File: src/rtl/avr_timer_pkg.sv
// Shared address map, channel offsets and decode helper for the avr_timer_multi block.
package avr_timer_pkg;

    localparam logic [4:0] ADDR_TEN   = 5'h00;
    localparam logic [4:0] ADDR_TMODE = 5'h01;
    localparam logic [4:0] ADDR_TIFR  = 5'h02;
    localparam logic [4:0] ADDR_TIMSK = 5'h03;
    localparam logic [4:0] ADDR_PRESC = 5'h1C;

    localparam int CH_BASE      = 4;
    localparam int CH_STRIDE    = 4;
    localparam int MAX_CHANNELS = 6;

    typedef enum logic [1:0] {
        OFF_CNTL  = 2'd0,
        OFF_CNTH  = 2'd1,
        OFF_LOADL = 2'd2,
        OFF_LOADH = 2'd3
    } chan_off_e;

    // True when addr falls inside the four-register window of channel n.
    function automatic logic chan_hit(input logic [4:0] addr, input int n);
        int a;
        a = int'(addr);
        return (a >= CH_BASE + CH_STRIDE * n) && (a < CH_BASE + CH_STRIDE * (n + 1));
    endfunction

endpackage

File: src/rtl/avr_timer_chan.sv
// One down-counting reload timer channel: CNT, LOAD, the LOADL staging byte and the CNTH shadow.
module avr_timer_chan
    import avr_timer_pkg::*;
#(
    parameter int WIDTH = 16
) (
    input  logic             clk,
    input  logic             rst,
    input  logic             tick_i,
    input  logic             enable_i,
    input  logic             mode_i,
    input  logic             wr_loadl_i,
    input  logic             wr_loadh_i,
    input  logic             rd_cntl_i,
    input  logic [7:0]       wdata_i,
    input  logic [WIDTH-9:0] load_hi_i,
    input  chan_off_e        rd_off_i,
    output logic             wrap_o,
    output logic [7:0]       rdata_o
);

    logic [WIDTH-1:0] cnt_q, cnt_d;
    logic [WIDTH-1:0] load_q, load_d;
    logic [WIDTH-1:0] load_new;
    logic [7:0]       ltmp_q, ltmp_d;
    logic [WIDTH-9:0] shadow_q, shadow_d;

    assign load_new = {load_hi_i, ltmp_q};

    // A reload on the same edge as a LOADH commit takes the freshly committed value.
    always_comb begin
        ltmp_d   = wr_loadl_i ? wdata_i : ltmp_q;
        load_d   = wr_loadh_i ? load_new : load_q;
        shadow_d = rd_cntl_i ? cnt_q[WIDTH-1:8] : shadow_q;
        cnt_d    = cnt_q;
        wrap_o   = 1'b0;
        if (!enable_i) begin
            if (wr_loadh_i) begin
                cnt_d = load_new;
            end
        end else if (tick_i) begin
            if (cnt_q != '0) begin
                cnt_d = cnt_q - WIDTH'(1);
            end else begin
                wrap_o = 1'b1;
                if (!mode_i) begin
                    cnt_d = load_d;
                end
            end
        end
    end

    always_comb begin
        rdata_o = 8'h00;
        case (rd_off_i)
            OFF_CNTL:  rdata_o = cnt_q[7:0];
            OFF_CNTH:  rdata_o = 8'(shadow_q);
            OFF_LOADL: rdata_o = load_q[7:0];
            OFF_LOADH: rdata_o = 8'(load_q[WIDTH-1:8]);
            default:   rdata_o = 8'h00;
        endcase
    end

    always_ff @(posedge clk or negedge rst) begin
        if (!rst) begin
            cnt_q    <= '0;
            load_q   <= '0;
            ltmp_q   <= '0;
            shadow_q <= '0;
        end else begin
            cnt_q    <= cnt_d;
            load_q   <= load_d;
            ltmp_q   <= ltmp_d;
            shadow_q <= shadow_d;
        end
    end

endmodule

File: src/rtl/avr_timer_multi.sv
// Multi-channel AVR I/O timer: global registers, address decode, read mux and irq.
// Optional shared prescaler at 0x1C is built when AVR_TIMER_PRESCALER_EN is defined.
module avr_timer_multi
    import avr_timer_pkg::*;
#(
    parameter int CHANNELS = 2,
    parameter int WIDTH    = 16,
    parameter int PRESC_W  = 8
) (
    input  logic       clk,
    input  logic       rst,
    input  logic       io_re,
    input  logic       io_we,
    input  logic [4:0] io_a,
    input  logic [7:0] io_di,
    output logic [7:0] io_do,
    output logic       irq
);

    if (CHANNELS < 1 || CHANNELS > MAX_CHANNELS || WIDTH < 9 || WIDTH > 16 || PRESC_W < 1) begin : g_bad_params
        $error("avr_timer_multi: parameter out of range");
    end

    logic                wr_en;
    logic                tick;
    logic [7:0]          presc_rd;
    logic [7:0]          rdata;
    chan_off_e           off;
    logic [CHANNELS-1:0] ten_q, ten_d;
    logic [CHANNELS-1:0] tmode_q, tmode_d;
    logic [CHANNELS-1:0] tifr_q, tifr_d;
    logic [CHANNELS-1:0] timsk_q, timsk_d;
    logic [CHANNELS-1:0] wrap;
    logic                irq_q, irq_d;
    logic [7:0]          chan_rdata [CHANNELS];

    // A cycle carrying both strobes is a read only.
    assign wr_en = io_we & ~io_re;
    assign off   = chan_off_e'(io_a[1:0]);

`ifdef AVR_TIMER_PRESCALER_EN
    logic [PRESC_W-1:0] presc_q, presc_d;
    logic [PRESC_W-1:0] pcnt_q, pcnt_d;
    logic               presc_wr;

    assign presc_wr = wr_en && (io_a == ADDR_PRESC);
    assign tick     = (pcnt_q == presc_q);
    assign presc_rd = 8'(presc_q);

    // Writing PRESC restarts the divider so the new ratio starts cleanly.
    always_comb begin
        presc_d = presc_wr ? PRESC_W'({8'h00, io_di}) : presc_q;
        pcnt_d  = tick ? '0 : pcnt_q + PRESC_W'(1);
        if (presc_wr) begin
            pcnt_d = '0;
        end
    end

    always_ff @(posedge clk or negedge rst) begin
        if (!rst) begin
            presc_q <= '0;
            pcnt_q  <= '0;
        end else begin
            presc_q <= presc_d;
            pcnt_q  <= pcnt_d;
        end
    end
`else
    assign tick     = 1'b1;
    assign presc_rd = 8'h00;
`endif

    for (genvar n = 0; n < CHANNELS; n++) begin : g_chan
        logic hit;
        assign hit = chan_hit(io_a, n);

        avr_timer_chan #(
            .WIDTH(WIDTH)
        ) u_chan (
            .clk        (clk),
            .rst        (rst),
            .tick_i     (tick),
            .enable_i   (ten_q[n]),
            .mode_i     (tmode_q[n]),
            .wr_loadl_i (wr_en & hit & (off == OFF_LOADL)),
            .wr_loadh_i (wr_en & hit & (off == OFF_LOADH)),
            .rd_cntl_i  (io_re & hit & (off == OFF_CNTL)),
            .wdata_i    (io_di),
            .load_hi_i  (io_di[WIDTH-9:0]),
            .rd_off_i   (off),
            .wrap_o     (wrap[n]),
            .rdata_o    (chan_rdata[n])
        );
    end

    // Hardware flag set beats a same-cycle W1C; a one-shot wrap drops its own enable.
    always_comb begin
        ten_d   = ten_q;
        tmode_d = tmode_q;
        tifr_d  = tifr_q;
        timsk_d = timsk_q;
        if (wr_en) begin
            case (io_a)
                ADDR_TEN:   ten_d   = io_di[CHANNELS-1:0];
                ADDR_TMODE: tmode_d = io_di[CHANNELS-1:0];
                ADDR_TIFR:  tifr_d  = tifr_q & ~io_di[CHANNELS-1:0];
                ADDR_TIMSK: timsk_d = io_di[CHANNELS-1:0];
                default:    ;
            endcase
        end
        tifr_d = tifr_d | wrap;
        ten_d  = ten_d & ~(wrap & tmode_q);
        irq_d  = |(tifr_q & timsk_q);
    end

    always_comb begin
        rdata = 8'h00;
        case (io_a)
            ADDR_TEN:   rdata = 8'(ten_q);
            ADDR_TMODE: rdata = 8'(tmode_q);
            ADDR_TIFR:  rdata = 8'(tifr_q);
            ADDR_TIMSK: rdata = 8'(timsk_q);
            ADDR_PRESC: rdata = presc_rd;
            default: begin
                for (int n = 0; n < CHANNELS; n++) begin
                    if (chan_hit(io_a, n)) begin
                        rdata = chan_rdata[n];
                    end
                end
            end
        endcase
    end

    assign io_do = io_re ? rdata : 8'h00;
    assign irq   = irq_q;

    always_ff @(posedge clk or negedge rst) begin
        if (!rst) begin
            ten_q   <= '0;
            tmode_q <= '0;
            tifr_q  <= '0;
            timsk_q <= '0;
            irq_q   <= 1'b0;
        end else begin
            ten_q   <= ten_d;
            tmode_q <= tmode_d;
            tifr_q  <= tifr_d;
            timsk_q <= timsk_d;
            irq_q   <= irq_d;
        end
    end

endmodule

File: config.mk
export PLATFORM = sky130hd
export DESIGN_NAME = avr_timer_multi
export DESIGN_NICKNAME = d
export VERILOG_FILES = /design/src/rtl/avr_timer_pkg.sv /design/src/rtl/avr_timer_chan.sv /design/src/rtl/avr_timer_multi.sv
export SDC_FILE = /design/constraint.sdc
export NUM_CORES = 1
export LEC_CHECK = 0
export BUFFER_PORTS_ARGS = -buffer_cell sky130_fd_sc_hd__clkbuf_2
export CAP_MARGIN = 0
export CORE_UTILIZATION = 35
export DETAILED_ROUTE_END_ITERATION = 8
export PLACE_DENSITY_LB_ADDON = 0.25
export SYNTH_ARGS = -nofsm -noshare
export SYNTH_HDL_FRONTEND = slang
export SYNTH_SLANG_ARGS = --single-unit
File: constraint.sdc
create_clock -name clk -period 2.66 [get_ports clk]
set_input_delay 0.266 -clock clk [delete_from_list [all_inputs] [get_ports clk]]
set_output_delay 0.266 -clock clk [all_outputs]
set_load 0.03 [all_outputs]
# Word-level counts from Yosys, hierarchy flattened
# Index checks and enable logic that the tools add are counted.
# totals
elab_cells	84
ff_bits	105
# op_classes
mux	24
n_eq_ne	9
order_cmp	4
reduce_logical	13
n_bitwise	19
addsub	2
# op_table
op	n
$mux 16	10
$pmux 8 s4	2
$pmux 8 s5	1
$reduce_bool 16->1	2
$sub 16x1->16 const B	2
$mux 8	3
$and 1x1->1	11
$eq 5x2->1 const B	2
$lt 5x4->1 const B	2
$and 2x2->2	4
$mux 2	4
$reduce_and 2->1	4
$ne 3x2->1 const B	2
$eq 5x1->1 const B	1
$eq 5x5->1 const B	1
$ge 5x3->1 const B	1
$ge 5x4->1 const B	1
$logic_not 5->1	1
$eq 2x2->1 const B	2
$mux 1	4
$not 2->2	2
$reduce_bool 2->1	2
$eq 2x1->1 const B	1
$logic_and 1x1->1	2
4 further kinds	4

# Logic depth before layout (Yosys ltp)
# Gate-level depths: netlist (run 1).
# logic_depth
ltp_word	8
mapped_depth	9
depth_no_buf	7

# Hierarchy
# Synthesis (run 1) repeated with hierarchy kept, for this count alone.
# unflattened
cells_unflattened	599
area_unflattened_um2	6229.7
# by_module_without_submodules
mod	instances	area_per_inst_um2	cells_each
avr_timer_chan	2	2748.9	258
avr_timer_multi	1	732.0	83

# Worst setup path before layout (run 1)
# OpenSTA, ideal clock, no wires.
# synth_path
kind	input-to-output
from	input port io_a[1]
to	output port io_do[6]
stages	6
t_arrival_ns	1.966
path_slack_ns	0.428
path_cell_list	clkbuf_1 -> buf_1 -> clkbuf_1 -> mux4_2 -> a22oi_1 -> nor2_1
# synth_via
elab_chain_cells	6
elab_cells_between_ends	21
cone_classes	order compare (4); eq/ne (7); mux (6); reduce/logical (4)
# synth_rtl
item	line_no	rtl
from (decl)	avr_timer_multi.sv:14	input logic [4:0] io_a,
$ge 5x3->1 (tied with other cells)	avr_timer_pkg.sv:25	return (a >= CH_BASE + CH_STRIDE * n) && (a < CH_BASE + CH_STRIDE * (n + 1));
$logic_and 1x1->1 / $pmux 8 s4 (equally long branches)	avr_timer_pkg.sv:25, avr_timer_chan.sv:55	
$mux 8 (2 in series)	avr_timer_multi.sv:126	if (chan_hit(io_a, n)) begin
$pmux 8 s5 (*)	avr_timer_multi.sv:118	case (io_a)
$mux 8 (*)	avr_timer_multi.sv:134	assign io_do = io_re ? rdata : 8'h00;
to (decl)	avr_timer_multi.sv:16	output logic [7:0] io_do,
# Mark *: on every way between the ends. The rest lies on a longest branch, timed or not.

# Worst setup path in the final report (run 1)
# layout_path
from	register g_chan[1].u_chan.cnt_q[0]
to	register g_chan[1].u_chan.cnt_q[13]
# layout_via
elab_chain_cells	3
elab_cells_between_ends	6
cone_classes	add/sub (1); eq/ne (1); mux (2); reduce/logical (2)
# layout_rtl
item	line_no	rtl
from (decl)	avr_timer_chan.sv:22	logic [WIDTH-1:0] cnt_q, cnt_d;
from (signal assigned)	avr_timer_chan.sv:71	cnt_q <= cnt_d;
$sub 16x1->16 / $reduce_bool 16->1 (equally long branches)	avr_timer_chan.sv:43, avr_timer_chan.sv:42	
$mux 16 / $ne 3x2->1 (equally long branches)	-	
$mux 16 / $reduce_and 2->1 (equally long branches)	-	
# Parallel ways exist; a longest one is shown, timed or not.
# A chain may end at the register's enable or synchronous reset.

==> run_summary.xml, run 1 <==
<?xml version="1.0" encoding="UTF-8"?>
<metrics>
  <group name="status">
    <metric name="run_status" unit="">complete, no violations</metric>
  </group>
  <group name="sta">
    <metric name="period_needed" unit="ns">2.36</metric>
    <metric name="setup_viol" unit="">0</metric>
    <metric name="tns" unit="ns">0</metric>
    <metric name="fin_crit_sh" unit="%">88.8</metric>
    <metric name="finalHoldViolCount" unit="">0</metric>
    <metric name="unrepaired_setup_endpoints_after_global_routing" unit="">false</metric>
    <metric name="clock-skew-final" unit="ns">0.00530</metric>
    <metric name="max_slew_margin" unit="%">57.2</metric>
    <metric name="slew_worst_pin" unit="ns">0.637</metric>
    <metric name="slew_violations" unit="">0</metric>
    <metric name="fmax" unit="MHz">423</metric>
  </group>
  <group name="clock_network">
    <metric name="cts_inserted_buffers" unit="">9</metric>
    <metric name="clockRootBuffer" unit="">sky130_fd_sc_hd__clkbuf_16</metric>
    <metric name="clock_path_buffers" unit="">2</metric>
    <metric name="h-tree-depth" unit="">3</metric>
    <metric name="clkSlewWorstSetupHoldPaths" unit="ns">0.07</metric>
    <metric name="cts_resized" unit="">0</metric>
    <metric name="tritoncts_num_sinks" unit="">105</metric>
    <metric name="tritoncts" unit="">yes</metric>
    <metric name="clk-insertion-delay-late" unit="ns">0.35</metric>
  </group>
  <group name="drt">
    <metric name="finalWirelength" unit="mm">18.1</metric>
    <metric name="dr.pass1.iters" unit="">5</metric>
    <metric name="detail_route.wl_per_cell" unit="um">20.8</metric>
    <metric name="drt_iter0_drc" unit="">548</metric>
    <metric name="drc" unit="">0</metric>
    <metric name="vias" unit="">5188</metric>
    <metric name="detail_route.vias_per_cell" unit="">5.95</metric>
    <metric name="antenna_left" unit="">0</metric>
  </group>
  <group name="pwr">
    <metric name="share_of_total_power_in_combinational_logic" unit="%">34.2</metric>
    <metric name="clock_network_fraction_of_total_power" unit="%">22.8</metric>
    <metric name="switchingPower" unit="mW">2.18</metric>
    <metric name="power.density_cell_area" unit="mW/mm^2">856</metric>
    <metric name="sw_frac_of_total" unit="%">37.6</metric>
    <metric name="power_report.internal_total" unit="mW">3.62</metric>
    <metric name="pwr-share-seq" unit="%">43.0</metric>
    <metric name="largest_vdd_supply_drop" unit="mV">0.351</metric>
    <metric name="p_leak" unit="nW">3.01</metric>
  </group>
  <group name="critical_path">
    <metric name="critical_path.slowest_cell" unit="">sky130_fd_sc_hd__or3b_1</metric>
    <metric name="crit_path_end_kind" unit="">flip-flop</metric>
    <metric name="worst-path-max-fanout" unit="">6</metric>
    <metric name="worst_path_dominant_cell_family" unit="">compound AO/OA/AOI/OAI gates</metric>
    <metric name="critPathBufInv" unit="">2</metric>
    <metric name="reg2reg_slack" unit="ns">0.30</metric>
    <metric name="critPathKind" unit="">flip-flop to flip-flop</metric>
    <metric name="timing.critical_path.arrival" unit="ns">2.59</metric>
    <metric name="worst_path_most_repeated_cell" unit="">sky130_fd_sc_hd__o21ai_0</metric>
    <metric name="largest_stage_delay_on_the_critical_path" unit="ns">0.49</metric>
    <metric name="timing.critical_path.required" unit="ns">2.89</metric>
    <metric name="path_cells" unit="">inv_1 &gt; ha_1 &gt; or3b_1 &gt; o41ai_2 &gt; buf_4 &gt; a31oi_1 &gt; o21ai_0 &gt; o21ai_0</metric>
    <metric name="timing.critical_path.from_type" unit="">flip-flop</metric>
  </group>
  <group name="final_layout">
    <metric name="fill_cells" unit="">1628</metric>
    <metric name="area_of_the_multi_input_gates" unit="mm^2">0.00312</metric>
    <metric name="areaGrowthSynthToFinish" unit="%">13.6</metric>
    <metric name="antenna_cells" unit="">0</metric>
    <metric name="post_route_cells_drive_above_1_share" unit="%">21.2</metric>
    <metric name="layout.cell_area.non_filler" unit="mm^2">0.00678</metric>
    <metric name="ff_latch_area" unit="mm^2">0.00263</metric>
    <metric name="final_net_count" unit="">668</metric>
  </group>
  <group name="floorplanning">
    <metric name="placementRows" unit="">47</metric>
    <metric name="initial_utilization" unit="%">35.9</metric>
    <metric name="die_width" unit="um">133</metric>
    <metric name="ios" unit="">26</metric>
    <metric name="floorplan.die_area" unit="mm^2">0.0176</metric>
    <metric name="fp.dieH" unit="um">133</metric>
    <metric name="core" unit="mm^2">0.0166</metric>
  </group>
  <group name="placed_design">
    <metric name="buffer_ports.inserted" unit="">25</metric>
    <metric name="gp_routability_congestion" unit="">0.871</metric>
    <metric name="area_after_detailed_placement" unit="mm^2">0.00646</metric>
    <metric name="dp_hpwl" unit="mm">13.1</metric>
  </group>
  <group name="grt">
    <metric name="maximum_number_of_pins_on_one_net_before_global_route_repair" unit="">39</metric>
    <metric name="first_global_vias" unit="">5026</metric>
    <metric name="overflow" unit="">0</metric>
    <metric name="number_of_antenna_violations_at_the_first_check_in_global_routing" unit="">0</metric>
    <metric name="grt_usage" unit="%">21.6</metric>
    <metric name="grt_first_pass_wirelength" unit="mm">29.1</metric>
  </group>
  <group name="synthesis">
    <metric name="synthArstFlopShare" unit="%">100</metric>
    <metric name="yosysUniqueCellTypes" unit="">59</metric>
    <metric name="most_area_hungry_cell_type_in_the_yosys_netlist" unit="">sky130_fd_sc_hd__dfrtp_1</metric>
    <metric name="synthesis.area" unit="mm^2">0.00597</metric>
    <metric name="synth.avg_cell_area" unit="um^2">9.72</metric>
    <metric name="syn-num-nets" unit="">635</metric>
    <metric name="ys.warnings.count" unit="">0</metric>
    <metric name="synth_most_common_cell" unit="">sky130_fd_sc_hd__nand2_1</metric>
    <metric name="flop_and_latch_count_out_of_synthesis" unit="">105</metric>
    <metric name="synth_top_cells_by_area" unit="">sky130_fd_sc_hd__dfrtp_1 (44%), sky130_fd_sc_hd__nand2_1 (7.4%), sky130_fd_sc_hd__mux4_2 (6.8%)</metric>
    <metric name="synthCells" unit="">614</metric>
    <metric name="synthTopCellsByCount" unit="">sky130_fd_sc_hd__nand2_1 (118), sky130_fd_sc_hd__dfrtp_1 (105), sky130_fd_sc_hd__o21ai_0 (49)</metric>
    <metric name="synth_top_area_share" unit="%">44.0</metric>
    <metric name="post_synthesis_sequential_area_ratio" unit="%">44.0</metric>
    <metric name="synth_edf_count" unit="">0</metric>
    <metric name="dominantRegCellSynth" unit="">sky130_fd_sc_hd__dfrtp_1</metric>
  </group>
  <group name="worst_hold_path">
    <metric name="holdCritPathClass" unit="">input port to flip-flop</metric>
  </group>
  <group name="job">
    <metric name="maxCapViolCount" unit="">0</metric>
  </group>
</metrics>
cell families (layout without fill, tap and decap cells):
kind of cell | count (synthesis) | in the layout | synth area share [%]
xor+xnor | 1 | 1 | 0.147
fa+ha+maj | 4 | 4 | 0.839
flops | 105 | 105 | 44.0
mux | 57 | 57 | 14.1
buf+inv | 51 | 89 | 3.75
compound gates | 151 | 151 | 17.2
simple gates | 245 | 245 | 20.0
cell usage in the layout, fill, tap and decap left out, types with 5 or more instances in the layout:
cell type,n
sky130_fd_sc_hd__o21ai_1,6
sky130_fd_sc_hd__a31oi_1,7
sky130_fd_sc_hd__dfrtp_1,105
sky130_fd_sc_hd__nor3b_1,6
sky130_fd_sc_hd__and3_1,7
sky130_fd_sc_hd__nor4_1,10
sky130_fd_sc_hd__o22ai_1,7
sky130_fd_sc_hd__o21a_1,7
sky130_fd_sc_hd__or3_1,5
sky130_fd_sc_hd__nand4_1,6
sky130_fd_sc_hd__clkbuf_2,24
sky130_fd_sc_hd__nor2_1,33
sky130_fd_sc_hd__mux4_2,18
sky130_fd_sc_hd__mux2_2,35
sky130_fd_sc_hd__inv_1,10
sky130_fd_sc_hd__nor3_1,18
sky130_fd_sc_hd__a22oi_1,7
sky130_fd_sc_hd__a21oi_1,11
sky130_fd_sc_hd__a221oi_1,16
sky130_fd_sc_hd__nand3_1,13
sky130_fd_sc_hd__o2bb2ai_1,13
sky130_fd_sc_hd__o21ai_0,49
sky130_fd_sc_hd__nand2_1,118
sky130_fd_sc_hd__buf_4,37
sky130_fd_sc_hd__clkbuf_16,9
sky130_fd_sc_hd__nor2b_1,6
sky130_fd_sc_hd__a21boi_0,7
through the flow:
step	cells	power, mW	hold WS (ns)	utilization (%)	setup WS [ns]
after CTS	870	5.80	0.230	40.6	0.176
final	872	5.80	0.234	40.7	0.298
after detailed placement	853	4.46	0.269	38.8	0.187
after floorplan	614	3.75	-0.0296	-	0.428
after global placement	853	4.43	0.265	38.8	0.258
after global routing	872	6.16	0.248	40.7	0.108
worst min-delay path, stage by stage:
cell	delay [ns]
sky130_fd_sc_hd__clkbuf_2	0.16
sky130_fd_sc_hd__nand2_1	0.08
sky130_fd_sc_hd__nand2_1	0.05
final cells by class:
type	instances	share of cell area, %
Multi-Input combinational cell	458	46.0
Sequential cell	105	38.8
Timing Repair Buffer	63	6.31
Clock buffer	14	4.19
Tap cell	220	4.06
Inverter	10	0.554
Clock inverter	2	0.148
registers in the layout, summed over array words and instances (netlist names):
signal	cells
tifr_q	2
irq	1
g_chan.u_chan.cnt_q	32
tmode_q	2
timsk_q	2
g_chan.u_chan.load_q	32
ten_q	2
g_chan.u_chan.shadow_q	16
g_chan.u_chan.ltmp_q	16
path summary, 6_finish.rpt:
path                                              start                           end  cells after the start
setup / recovery              g_chan[1].u_chan.cnt_q[0]    g_chan[1].u_chan.cnt_q[13]                      8
hold / removal                                 io_di[4]   g_chan[1].u_chan.load_q[12]                      3
setup reg to reg              g_chan[1].u_chan.cnt_q[0]    g_chan[1].u_chan.cnt_q[13]                      8
hold reg to reg            g_chan[0].u_chan.shadow_q[7]  g_chan[0].u_chan.shadow_q[7]                      2
max in group asynchronous                           rst    g_chan[1].u_chan.ltmp_q[7]                      3
min in group asynchronous                           rst    g_chan[0].u_chan.load_q[5]                      2
per-layer routing:
layer | vias up | share of wire (%) | GRT usage (%)
li1 | 2342 | - | -
met1 | 2607 | 49 | 32.8
met2 | 203 | 43 | 30.4
met3 | 36 | 4.9 | 2.64
met4 | 0 | 3.1 | 9.96
met5 | - | 0 | 0
power groups by stage:
stage	clock network, mW	logic [mW]	registers (mW)
global placement	0	1.94	2.49
detailed placement	0	1.95	2.51
finish	1.32	1.99	2.50
global route	1.41	2.19	2.56
CTS	1.35	1.96	2.49
floorplan	0	1.44	2.31
timing repair:
item,in CTS,in global routing
hold endpoints to repair,35,0
hold buffers,1,0
setup buffers,0,2
endpoints found under the setup margin,0,2
Power figures use the tool's default switching activity.
==> run 2: changes to the inputs <==
- CELL_PAD_IN_SITES_DETAIL_PLACEMENT: default -> 0
- CELL_PAD_IN_SITES_GLOBAL_PLACEMENT: default -> 1
==> run 2 against run 1 <==
Critical path depth did not move. Setup slack got worse by 0.095 ns. Sequential power barely moved. Global-route usage rose by 0.71 points. Combinational power barely moved. Clock-buffer cell count fell by 1. Total power rose by 0.20%. Non-clock buffer count fell by 3. Final cell count fell by 0.46%. Largest cell class unchanged. Largest power group unchanged.
==> run_summary.xml, run 2 (synthesis results as in run 1) <==
<?xml version="1.0" encoding="UTF-8"?>
<metrics>
  <group name="final_layout">
    <metric name="areaGrowthSynthToFinish" unit="%">13.5</metric>
    <metric name="final_net_count" unit="">665</metric>
    <metric name="layoutNonFillerInstCount" unit="">868</metric>
    <metric name="post_route_cells_drive_above_1_share" unit="%">20.8</metric>
    <metric name="layout.cells.most_common" unit="">sky130_fd_sc_hd__nand2_1</metric>
    <metric name="antenna_cells" unit="">0</metric>
    <metric name="reg_top3" unit="">g_chan.u_chan.cnt_q (32), g_chan.u_chan.load_q (32)</metric>
    <metric name="most-common-layout-cells" unit="">sky130_fd_sc_hd__nand2_1 (118), sky130_fd_sc_hd__dfrtp_1 (105), sky130_fd_sc_hd__o21ai_0 (49)</metric>
    <metric name="fill_cells" unit="">1628</metric>
    <metric name="layout.cell_area.non_filler" unit="mm^2">0.00677</metric>
    <metric name="finalCoreUtilization" unit="%">40.7</metric>
  </group>
  <group name="pwr">
    <metric name="switchingPower" unit="mW">2.23</metric>
    <metric name="pwr-share-seq" unit="%">43.3</metric>
    <metric name="clock_network_fraction_of_total_power" unit="%">22.4</metric>
    <metric name="power_report.internal_total" unit="mW">3.59</metric>
    <metric name="share_of_total_power_in_combinational_logic" unit="%">34.3</metric>
    <metric name="power.density_cell_area" unit="mW/mm^2">859</metric>
    <metric name="largest_vdd_supply_drop" unit="mV">0.298</metric>
    <metric name="total_power" unit="mW">5.82</metric>
    <metric name="p_leak" unit="nW">3.00</metric>
    <metric name="sw_frac_of_total" unit="%">38.3</metric>
  </group>
  <group name="sta">
    <metric name="slew_worst_pin" unit="ns">0.930</metric>
    <metric name="fmax" unit="MHz">407</metric>
    <metric name="slew_violations" unit="">0</metric>
    <metric name="period_needed" unit="ns">2.46</metric>
    <metric name="setup_viol" unit="">0</metric>
    <metric name="fin_crit_sh" unit="%">92.4</metric>
    <metric name="finalWorstSetupSlack" unit="ns">0.203</metric>
    <metric name="post_route_worst_hold_slack" unit="ns">0.235</metric>
    <metric name="tns" unit="ns">0</metric>
    <metric name="clock-skew-final" unit="ns">0.00848</metric>
    <metric name="unrepaired_setup_endpoints_after_global_routing" unit="">false</metric>
    <metric name="finalHoldViolCount" unit="">0</metric>
    <metric name="max_slew_margin" unit="%">37.5</metric>
  </group>
  <group name="critical_path">
    <metric name="reg2reg_slack" unit="ns">0.20</metric>
    <metric name="timing.critical_path.from" unit="">g_chan[1].u_chan.cnt_q[0]</metric>
    <metric name="worstReg2RegEnd" unit="">g_chan[1].u_chan.cnt_q[13]</metric>
    <metric name="path_cells" unit="">inv_1 &gt; ha_1 &gt; or3b_1 &gt; o41ai_4 &gt; buf_4 &gt; a31oi_1 &gt; o21ai_0 &gt; o21ai_0</metric>
    <metric name="timing.critical_path.arrival" unit="ns">2.68</metric>
    <metric name="regToRegStartpoint" unit="">g_chan[1].u_chan.cnt_q[0]</metric>
    <metric name="timing.critical_path.from_type" unit="">flip-flop</metric>
    <metric name="worst-path-max-fanout" unit="">8</metric>
    <metric name="critPathKind" unit="">flip-flop to flip-flop</metric>
    <metric name="crit_path_end_kind" unit="">flip-flop</metric>
    <metric name="timing.critical_path.required" unit="ns">2.89</metric>
    <metric name="worst_path_most_repeated_cell" unit="">sky130_fd_sc_hd__o21ai_0</metric>
    <metric name="largest_stage_delay_on_the_critical_path" unit="ns">0.53</metric>
    <metric name="critical_path.slowest_cell" unit="">sky130_fd_sc_hd__or3b_1</metric>
    <metric name="reg2reg_depth" unit="">8</metric>
  </group>
  <group name="grt">
    <metric name="overflow" unit="">0</metric>
    <metric name="number_of_antenna_violations_at_the_first_check_in_global_routing" unit="">0</metric>
    <metric name="grt_usage" unit="%">22.3</metric>
    <metric name="grt_first_pass_wirelength" unit="mm">29.7</metric>
    <metric name="first_global_vias" unit="">4943</metric>
    <metric name="maximum_number_of_pins_on_one_net_before_global_route_repair" unit="">44</metric>
  </group>
  <group name="clock_network">
    <metric name="tritoncts_num_sinks" unit="">105</metric>
    <metric name="clkSlewWorstSetupHoldPaths" unit="ns">0.07</metric>
    <metric name="cts_inserted_buffers" unit="">9</metric>
    <metric name="h-tree-depth" unit="">3</metric>
    <metric name="tritoncts" unit="">yes</metric>
    <metric name="clock_path_buffers" unit="">2</metric>
    <metric name="clk-insertion-delay-late" unit="ns">0.36</metric>
    <metric name="clockRootBuffer" unit="">sky130_fd_sc_hd__clkbuf_16</metric>
  </group>
  <group name="drt">
    <metric name="detail_route.wl_per_cell" unit="um">21.7</metric>
    <metric name="drc" unit="">0</metric>
    <metric name="detail_route.vias_per_cell" unit="">5.96</metric>
    <metric name="finalWirelength" unit="mm">18.8</metric>
    <metric name="antenna_left" unit="">0</metric>
    <metric name="vias" unit="">5174</metric>
    <metric name="drt_iter0_drc" unit="">541</metric>
    <metric name="dr.pass1.iters" unit="">6</metric>
  </group>
  <group name="worst_hold_path">
    <metric name="holdCritPathClass" unit="">input port to flip-flop</metric>
    <metric name="timing.hold.worst_endpoint" unit="">g_chan[1].u_chan.load_q[15]</metric>
    <metric name="hold_depth" unit="">3</metric>
    <metric name="hp-start" unit="">io_di[7]</metric>
  </group>
  <group name="placed_design">
    <metric name="area_after_detailed_placement" unit="mm^2">0.00644</metric>
    <metric name="placement.setup.worst_slack" unit="ns">0.0892</metric>
    <metric name="dp_hpwl" unit="mm">13.3</metric>
    <metric name="gp_routability_congestion" unit="">0.864</metric>
    <metric name="buffer_ports.inserted" unit="">25</metric>
    <metric name="numPlacedInstances" unit="">849</metric>
  </group>
  <group name="status">
    <metric name="run_status" unit="">complete, no violations</metric>
  </group>
  <group name="floorplanning">
    <metric name="floorplan.die_area" unit="mm^2">0.0176</metric>
    <metric name="initial_utilization" unit="%">35.9</metric>
    <metric name="core" unit="mm^2">0.0166</metric>
    <metric name="placementRows" unit="">47</metric>
    <metric name="die_width" unit="um">133</metric>
    <metric name="fp.dieH" unit="um">133</metric>
    <metric name="ios" unit="">26</metric>
  </group>
  <group name="job">
    <metric name="maxCapViolCount" unit="">0</metric>
  </group>
</metrics>
## run 2: what timing repair did
action                                  CTS  global route
gates resized for setup                   0             2
endpoints found under the hold margin    41             0
setup buffers                             0             3
hold buffers                              1             0
endpoints found under the setup margin    0             6
## run 2: power groups by stage
| stage | combinational [mW] | sequential (mW) | clock (mW) |
|---|---|---|---|
| 2_1_floorplan | 1.44 | 2.31 | 0 |
| 3_3_place_gp | 1.93 | 2.52 | 0 |
| 3_5_place_dp | 1.95 | 2.53 | 0 |
| 4_1_cts | 1.96 | 2.50 | 1.33 |
| 5_1_grt | 2.17 | 2.58 | 1.40 |
| 6_report | 1.99 | 2.52 | 1.30 |
## run 2: area by class of cell
type / count / area (um^2) / share of cell area (%)
inverter: 10 / 37.5 / 0.554
multi-input combinational: 458 / 3130 / 46.3
sequential: 105 / 2630 / 38.8
timing repair buffer: 60 / 418 / 6.17
clock buffer: 13 / 270 / 3.99
clock inverter: 2 / 12.5 / 0.185
tap: 220 / 275 / 4.06
## run 2: worst max-delay path by stage
| stage | endpoint | depth (start not counted) |
|---|---|---|
| after CTS | g_chan[1].u_chan.cnt_q[7] | 7 |
| after global placement | g_chan[1].u_chan.cnt_q[1] | 7 |
| after detailed placement | g_chan[1].u_chan.cnt_q[7] | 7 |
| final | g_chan[1].u_chan.cnt_q[13] | 8 |
| after floorplan | io_do[6] | 6 |
| after global routing | g_chan[1].u_chan.cnt_q[5] | 8 |
## run 2: critical path, delay by kind of cell (launching register included)
family	cells	cell delay, ns
fa+ha+maj	1	0.23
flops	1	0.42
buf+inv	2	0.37
simple gates	1	0.53
compound gates	4	0.80
## run 2: layer usage
metal | vias up | track usage (%) | share of wire (%)
li1 | 2334 | - | -
met1 | 2612 | 34.6 | 49
met2 | 207 | 32.0 | 43
met3 | 21 | 2.45 | 5.8
met4 | 0 | 7.54 | 1.8
met5 | - | 0 | 0
==> run 3: changes to the inputs <==
- ABC_AREA: default -> 1
==> run 3 against run 2 <==
Sequential share of layout area fell by 1.0 points. Clock skew rose by 0.0023 ns. Cell area rose by 2.7%. Non-clock buffer count fell by 13. Critical path type is now input port to primary output. Combinational power rose by 3%. Largest cell class unchanged.
==> run_summary.xml, run 3 <==
<?xml version="1.0" encoding="UTF-8"?>
<metrics>
  <group name="final_layout">
    <metric name="reg_top3" unit="">g_chan.u_chan.cnt_q (32), g_chan.u_chan.load_q (32)</metric>
    <metric name="fill_cells" unit="">1878</metric>
    <metric name="layout.cells.most_common" unit="">sky130_fd_sc_hd__nand2_1</metric>
    <metric name="antenna_cells" unit="">0</metric>
    <metric name="final_net_count" unit="">968</metric>
    <metric name="post_route_cells_drive_above_1_share" unit="%">8.53</metric>
    <metric name="areaGrowthSynthToFinish" unit="%">11.8</metric>
    <metric name="finalCoreUtilization" unit="%">40.2</metric>
    <metric name="most-common-layout-cells" unit="">sky130_fd_sc_hd__nand2_1 (345), sky130_fd_sc_hd__nor2_1 (109), sky130_fd_sc_hd__dfrtp_1 (105)</metric>
    <metric name="layout.cell_area.non_filler" unit="mm^2">0.00696</metric>
  </group>
  <group name="critical_path">
    <metric name="crit_path_end_kind" unit="">primary output</metric>
    <metric name="reg2reg_depth" unit="">13</metric>
    <metric name="worstReg2RegEnd" unit="">g_chan[0].u_chan.cnt_q[14]</metric>
    <metric name="critPathKind" unit="">input port to primary output</metric>
    <metric name="reg2reg_slack" unit="ns">0.49</metric>
    <metric name="timing.critical_path.required" unit="ns">2.39</metric>
    <metric name="timing.critical_path.from_type" unit="">input port</metric>
    <metric name="worst-path-max-fanout" unit="">5</metric>
    <metric name="regToRegStartpoint" unit="">g_chan[0].u_chan.cnt_q[0]</metric>
    <metric name="timing.critical_path.arrival" unit="ns">1.95</metric>
  </group>
  <group name="synthesis">
    <metric name="synth.avg_cell_area" unit="um^2">6.78</metric>
    <metric name="synthArstFlopShare" unit="%">100</metric>
    <metric name="most_area_hungry_cell_type_in_the_yosys_netlist" unit="">sky130_fd_sc_hd__dfrtp_1</metric>
    <metric name="synth_top_area_share" unit="%">42.2</metric>
    <metric name="synth_top_cells_by_area" unit="">sky130_fd_sc_hd__dfrtp_1 (42%), sky130_fd_sc_hd__nand2_1 (21%), sky130_fd_sc_hd__nor2_1 (6.6%)</metric>
    <metric name="yosysUniqueCellTypes" unit="">32</metric>
    <metric name="ys.warnings.count" unit="">0</metric>
    <metric name="dominantRegCellSynth" unit="">sky130_fd_sc_hd__dfrtp_1</metric>
    <metric name="syn-num-nets" unit="">938</metric>
    <metric name="synth_edf_count" unit="">0</metric>
    <metric name="flop_and_latch_count_out_of_synthesis" unit="">105</metric>
    <metric name="synthTopCellsByCount" unit="">sky130_fd_sc_hd__nand2_1 (345), sky130_fd_sc_hd__nor2_1 (109), sky130_fd_sc_hd__dfrtp_1 (105)</metric>
    <metric name="post_synthesis_sequential_area_ratio" unit="%">42.2</metric>
    <metric name="synthesis.area" unit="mm^2">0.00622</metric>
    <metric name="synthCells" unit="">917</metric>
    <metric name="synth_most_common_cell" unit="">sky130_fd_sc_hd__nand2_1</metric>
  </group>
  <group name="clock_network">
    <metric name="tritoncts" unit="">yes</metric>
    <metric name="clk-insertion-delay-late" unit="ns">0.35</metric>
    <metric name="clock_path_buffers" unit="">2</metric>
    <metric name="cts.repair_timing.setup_buffer_count" unit="">0</metric>
    <metric name="cts_hold_repair.buffers" unit="">1</metric>
    <metric name="cts_inserted_buffers" unit="">9</metric>
    <metric name="tritoncts_num_sinks" unit="">105</metric>
    <metric name="clkSlewWorstSetupHoldPaths" unit="ns">0.06</metric>
    <metric name="cts_resized" unit="">0</metric>
    <metric name="h-tree-depth" unit="">3</metric>
    <metric name="clockRootBuffer" unit="">sky130_fd_sc_hd__clkbuf_16</metric>
  </group>
  <group name="sta">
    <metric name="clock-skew-final" unit="ns">0.0108</metric>
    <metric name="slew_violations" unit="">0</metric>
    <metric name="max_slew_margin" unit="%">52.5</metric>
    <metric name="unrepaired_setup_endpoints_after_global_routing" unit="">false</metric>
    <metric name="period_needed" unit="ns">2.21</metric>
    <metric name="finalHoldViolCount" unit="">0</metric>
    <metric name="post_route_worst_hold_slack" unit="ns">0.246</metric>
    <metric name="finalWorstSetupSlack" unit="ns">0.447</metric>
    <metric name="tns" unit="ns">0</metric>
    <metric name="fin_crit_sh" unit="%">83.2</metric>
    <metric name="setup_viol" unit="">0</metric>
    <metric name="fmax" unit="MHz">452</metric>
    <metric name="slew_worst_pin" unit="ns">0.713</metric>
  </group>
  <group name="grt">
    <metric name="maximum_number_of_pins_on_one_net_before_global_route_repair" unit="">52</metric>
    <metric name="grt_first_pass_wirelength" unit="mm">33.2</metric>
    <metric name="overflow" unit="">0</metric>
    <metric name="first_global_vias" unit="">5640</metric>
    <metric name="number_of_antenna_violations_at_the_first_check_in_global_routing" unit="">0</metric>
    <metric name="grt_usage" unit="%">24.3</metric>
  </group>
  <group name="pwr">
    <metric name="p_leak" unit="nW">3.40</metric>
    <metric name="power.density_cell_area" unit="mW/mm^2">841</metric>
    <metric name="largest_vdd_supply_drop" unit="mV">0.320</metric>
  </group>
  <group name="job">
    <metric name="maxCapViolCount" unit="">0</metric>
  </group>
  <group name="drt">
    <metric name="detail_route.vias_per_cell" unit="">5.15</metric>
    <metric name="detail_route.wl_per_cell" unit="um">17.9</metric>
    <metric name="finalWirelength" unit="mm">21.0</metric>
    <metric name="drt_iter0_drc" unit="">586</metric>
    <metric name="dr.pass1.iters" unit="">5</metric>
    <metric name="antenna_left" unit="">0</metric>
    <metric name="drc" unit="">0</metric>
    <metric name="vias" unit="">6056</metric>
  </group>
  <group name="placed_design">
    <metric name="dp_hpwl" unit="mm">16.0</metric>
    <metric name="gp_routability_congestion" unit="">0.901</metric>
    <metric name="placement.setup.worst_slack" unit="ns">0.487</metric>
    <metric name="area_after_detailed_placement" unit="mm^2">0.00666</metric>
    <metric name="buffer_ports.inserted" unit="">25</metric>
  </group>
  <group name="floorplanning">
    <metric name="ios" unit="">26</metric>
    <metric name="die_width" unit="um">135</metric>
    <metric name="fp.dieH" unit="um">135</metric>
    <metric name="initial_utilization" unit="%">36.0</metric>
    <metric name="core" unit="mm^2">0.0173</metric>
    <metric name="floorplan.die_area" unit="mm^2">0.0183</metric>
    <metric name="placementRows" unit="">48</metric>
  </group>
  <group name="worst_hold_path">
    <metric name="hp-start" unit="">io_di[1]</metric>
    <metric name="holdCritPathClass" unit="">input port to flip-flop</metric>
    <metric name="hold_depth" unit="">3</metric>
    <metric name="timing.hold.worst_endpoint" unit="">ten_q[1]</metric>
  </group>
  <group name="status">
    <metric name="run_status" unit="">complete, no violations</metric>
  </group>
</metrics>
## run 3: cell count changes in the layout (fill, tap and decap cells not counted), sizes merged, moves of 15 or more
cell,delta
a221oi,-16
nand3,+54
a21oi,+30
mux4,-18
nor3,-15
inv,+72
nand2,+230
o21ai,+23
nor2,+82
mux2,-31
nand4,+17
## run 3: worst max path at each step
stage,start,endpoint,depth (start not counted)
2_1_floorplan,io_a[1],io_do[7],7
3_3_place_gp,g_chan[0].u_chan.cnt_q[0],g_chan[0].u_chan.cnt_q[14],13
3_5_place_dp,io_a[3],io_do[2],8
5_1_grt,io_a[3],io_do[2],8
4_1_cts,io_a[2],io_do[2],8
6_report,io_a[3],io_do[2],8
## run 3: logic make-up after synthesis
logic type | synth area share (%)
simple gates | 37.1
compound gates | 11.1
buf+inv | 7.36
flops | 42.2
xor+xnor | 0.704
mux | 0.724
fa+ha+maj | 0.805
## run 3: per-stage QoR
| step | std cells | power, mW |
|---|---|---|
| 6_report | 1175 | 5.85 |
| 2_1_floorplan | 917 | 3.77 |
| 3_3_place_gp | 1160 | 4.51 |
| 5_1_grt | 1175 | 6.28 |
| 3_5_place_dp | 1160 | 4.50 |
| 4_1_cts | 1175 | 5.85 |
## run 3: layout make-up
class / count / area (um^2) / share of cell area, %
Clock buffer: 11 / 243 / 3.49
Tap cell: 225 / 282 / 4.05
Inverter: 85 / 320 / 4.60
Multi-Input combinational cell: 699 / 3130 / 45.1
Timing Repair Buffer: 47 / 308 / 4.42
Clock inverter: 3 / 42.5 / 0.612
Sequential cell: 105 / 2630 / 37.8
## run 3: critical path, stage by stage
cell and delay, ns:
sky130_fd_sc_hd__clkbuf_2 0.15, sky130_fd_sc_hd__nor2_1 0.08, sky130_fd_sc_hd__nand2_1 0.14, sky130_fd_sc_hd__o21ai_0 0.26
sky130_fd_sc_hd__nor2_1 0.37, sky130_fd_sc_hd__o21ai_0 0.22, sky130_fd_sc_hd__nor2_1 0.22, sky130_fd_sc_hd__clkbuf_2 0.24
## run 3: routing by layer
layer	share of wire [%]	global-route usage, %	vias to the layer above
met5	0	0	-
met1	51	36.7	2859
met2	42	35.0	175
met3	5.7	4.56	18
li1	-	-	3004
met4	1.4	6.12	0
## run 3: report_power, final
group / leakage (nW) / switching (mW) / internal [mW]
registers: 1.33 / 0.475 / 2.00
logic: 1.93 / 1.36 / 0.672
clock network: 0.137 / 0.595 / 0.745
